==> src/rtl/emu_trace_fifo.sv <==
// emu_trace_fifo: synchronous FIFO with wrap-bit pointers and occupancy output
module emu_trace_fifo #(
   parameter int WIDTH = 8,
   parameter int DEPTH = 16
) (
   input  logic                     clk,
   input  logic                     resetn,
   input  logic                     clear,
   input  logic                     push,
   input  logic                     pop,
   input  logic [WIDTH-1:0]         din,
   output logic [WIDTH-1:0]         dout,
   output logic                     full,
   output logic                     empty,
   output logic [$clog2(DEPTH):0]   level
);
   localparam int AW = $clog2(DEPTH);
   logic [WIDTH-1:0] mem [DEPTH];
   logic [AW:0] wptr, rptr;
   always_ff @(posedge clk or negedge resetn)
      if (!resetn) begin
         wptr <= '0;
         rptr <= '0;
      end else if (clear) begin
         wptr <= '0;
         rptr <= '0;
      end else begin
         if (push) wptr <= wptr + 1'b1;
         if (pop) rptr <= rptr + 1'b1;
      end
   always_ff @(posedge clk)
      if (push && !clear) mem[wptr[AW-1:0]] <= din;
   assign dout  = mem[rptr[AW-1:0]];
   assign empty = wptr == rptr;
   assign full  = wptr[AW] != rptr[AW] && wptr[AW-1:0] == rptr[AW-1:0];
   assign level = wptr - rptr;
endmodule

==> config.mk <==
export PLATFORM = sky130hd
export DESIGN_NAME = emu_trace_fifo
export DESIGN_NICKNAME = d
export VERILOG_FILES = /design/src/rtl/emu_trace_fifo.sv
export SDC_FILE = /design/constraint.sdc
export NUM_CORES = 1
export LEC_CHECK = 0
export CORE_MARGIN = 2
export CORE_UTILIZATION = 55
export DETAILED_ROUTE_END_ITERATION = 10
export PLACE_DENSITY = 0.74
export REMOVE_ABC_BUFFERS = 1
export SYNTH_ARGS = -nofsm -noshare
export SYNTH_HDL_FRONTEND = slang
export SYNTH_SLANG_ARGS = --single-unit
==> constraint.sdc <==
create_clock -name clk -period 2.8 [get_ports clk]
set_input_delay 0.7 -clock clk [delete_from_list [all_inputs] [get_ports clk]]
set_output_delay 0.7 -clock clk [all_outputs]
set_load 0.02 [all_outputs]
==> key figures <==
Detailed routing
  – Via/cell ratio: 5.71
  – First DRT Iteration DRCs: between 200 and 300
  – Total Wirelength: 11100 um
  – Wire length per cell: ~21 um
  – Post-route ant nets: 0
  – 1st-pass router iterations: 5
  – Vias: between 3000 and 4000
  – DRC violations left: 0

Timing
  – Final TNS setup: -951 ps
  – Final Hold Vio Count: 0
  – Relative slew slack: 61.9%
  – Setup violations, final: 10
  – Hold_ws: ~530 ps
  – Period Utilization, post-route: 106%
  – Fmax achieved: between 300 and 400 MHz
  – RSZ-0062 raised after global routing: true
  – Setup ws final: -166 ps
  – Fin crit period: 2970 ps
  – Slew Limit Fails: 0
  – Worst Skew: around 6.7 ps
  – Worst Tran Pin Value: approximately 570 ps

CTS
  – CTS Buffer Depth: 2
  – CTS tree: yes
  – CTS root buf: clkbuf_8
  – CTS Buf Count: 17
  – Worst skew pair latency: 500 ps
  – Clock transition at path regs: 70 ps
  – Total clock sinks: between 100 and 150
  – CTS H-tree lvls: 4

Die
  – # rows: 37
  – Die height: 106 um
  – Initial Utilization: a little under three fifths
  – Area of the core: ~0.010 sq mm
  – Die Width: ~110 um
  – IO Pins: 28
  – Die area: 0.0113 sq mm

Finish
  – Design Area, Final: between 0.007 and 0.008 sq mm
  – Nets: 403
  – Final cell count without fillers: approximately 530
  – Antenna cells: 0
  – Fillers: 650
  – Synth-to-Final Area Change: 22.3%
  – Share of cells above drive strength 1: 31.3%

Placed design
  – Final GP Congestion: between 0.8 and 0.9
  – Placed cell area: around 0.0063 sq mm
  – PortBufs: 27
  – Inst Count DP: 489
  – Post-DP HPWL: approximately 7100 um

Power
  – Worst VDD drop: between 0.5 and 0.6 mV
  – Clock group share of total power: 44.8%
  – Power Density: between 700 and 800 mW/mm^2
  – Flop pwr share: about 45%
  – P_int: 3.90 mW
  – Pwr Total: between 5 and 6 mW
  – Leakage Power: about 2.4 nW
  – Gate power share: under 10%
  – Psw: 1.14 mW
  – Net Sw Frac: 22.6%

Critical path
  – R2R depth: 6
  – Reg2reg setup slack: 1120 ps
  – Worst r2r dst: mem[8][3]
  – Critical path required time: 2100 ps
  – Endpoint type of the worst setup path: output pin
  – Crit Path Max Fanout: 8
  – CP startpoint kind: flop
  – Reg2Reg Launch Point: wptr[1]
  – WP data arrival: 2270 ps
  – Crit Path Class: flop to output pin

Synth
  – Post-synth EDFFs: approximately 130
  – Netlist area before placement: about 0.0058 sq mm
  – Cell count after synthesis: approximately 310
  – Average size of a mapped cell: 18.4 sq um
  – FFs w/ async S/R, synth: between 7 and 8%
  – Yosys cell types: 28
  – FF+latch count, synth: ~140
  – Register area share after synthesis: between 70 and 80%
  – Post-synth top flop: edfxtp_1
  – Synth warnings: 0

GRT
  – Initial antenna violation count: 0
  – Grt ovf: 0
  – Largest net degree at the start of global routing: 24
  – Number of global-route vias before repair: 3052
  – First-pass GRT wire length: approximately 17000 um
  – Total track usage: between 20% and 30%

Outcome
  – Status: complete, but fails checks
  – Failing checks: setup timing

Flow run
  – Maxcap violations: 0

Hold path
  – Hold crit path type: primary input to asynchronous set/reset pin
## worst max-delay path: stages, from the launching register on
cell	delay, ps
dfrtp_2	440
buf_12	160
buf_12	150
buf_4	120
mux4_2	480
mux2i_1	170
o21ai_1	80
buf_2	160
## through the flow
step	utilization (%)	worst slack, ps
2_1_floorplan	-	-899
3_3_place_gp	62.0	-42.1
3_5_place_dp	62.0	-82.1
4_1_cts	68.3	-185
5_1_grt	68.9	-213
6_report	68.9	-166
## state kept, by name, indices dropped and copies added, names as in the netlist
| name | cells |
|---|---|
| mem | 128 |
| rptr | 5 |
| wptr | 5 |
## per-layer routing
layer / part of all wire [%] / vias to the layer above / track usage, %
met1: 40 / 1524 / 29.0
met5: 0 / - / 0
li1: - / 1376 / -
met4: 0.99 / 0 / 8.08
met2: 52 / 116 / 33.5
met3: 6.5 / 7 / 4.05
## cells in the mapped netlist, types with 4 or more instances
cell	n	share of area (%)
nor2_1	20	1.3
nand2_1	6	0.39
mux4_2	22	8.6
nor3_1	8	0.69
nand2b_1	4	0.43
xnor2_1	7	1.1
inv_1	5	0.33
clkbuf_1	5	0.33
a221oi_2	8	2.1
dfrtp_1	10	4.3
xor2_1	5	0.76
mux2i_1	26	4.5
o21ai_1	16	1.4
nand3_1	4	0.35
ha_1	9	2.0
buf_2	8	0.69
edfxtp_1	128	67
nand4_1	4	0.43
## logic make-up (layout without fill, tap and decap cells)
| group | Yosys count | count (layout) | synth area share (%) |
|---|---|---|---|
| adder cells (fa/ha/maj) | 10 | 10 | 2.30 |
| buffers and inverters | 26 | 106 | 3.04 |
| AND/OR/NAND/NOR | 49 | 49 | 3.93 |
| XOR/XNOR | 12 | 12 | 1.82 |
| flip-flops | 138 | 138 | 71.0 |
| AO/OA/AOI/OAI | 28 | 28 | 3.91 |
| multiplexers | 50 | 50 | 14.0 |
## layout make-up
cell class / count / area, sq um / area share, %
clock buffer: 18 / 418 / 5.93
clock inverter: 14 / 183 / 2.59
inverter: 8 / 30.0 / 0.426
multi-input combinational: 149 / 1520 / 21.6
sequential: 138 / 4100 / 58.1
tap: 136 / 170 / 2.41
timing repair buffer: 66 / 634 / 9.00
## how the worst max path moves through the flow
stage	slack, ps	from	to	cells after the start
floorplan	-900	rptr[0]	level[4]	6
global placement	-40	wptr[0]	level[4]	8
detailed placement	-80	wptr[0]	level[4]	8
CTS	-190	rptr[0]	dout[2]	6
global route	-210	rptr[0]	dout[2]	6
finish	-170	rptr[0]	dout[6]	7
## layout by cell type (no fill, tap or decap), drive strengths merged, types with 8 or more instances in the layout
cell | netlist | routed
nor3 | 8 | 8
dfrtp | 10 | 10
clkdlybuf4s50 | 0 | 13
ha | 9 | 9
buf | 13 | 48
mux2i | 26 | 26
clkbuf | 5 | 19
a221oi | 8 | 8
nor2 | 20 | 20
mux4 | 24 | 24
edfxtp | 128 | 128
inv | 8 | 15
o21ai | 16 | 16
## power by group through the flow
stage	Sequential, mW	Clock [mW]	Combinational [mW]
after floorplan	2.36	0	0.221
after global placement	2.32	0	0.458
after detailed placement	2.33	0	0.468
after CTS	2.28	2.27	0.475
after global routing	2.29	2.37	0.530
final	2.29	2.25	0.495
## repair_timing
item / CTS / global route
endpoints found under the hold margin: 0 / 0
resized for setup: 57 / 10
hold buffers: 0 / 0
buffers inserted: 2 / 4
pin swaps: 0 / 2
setup endpoints to repair: 14 / 13
cloned: 1 / 1
Note: power is estimated with default switching activity, not from simulation.
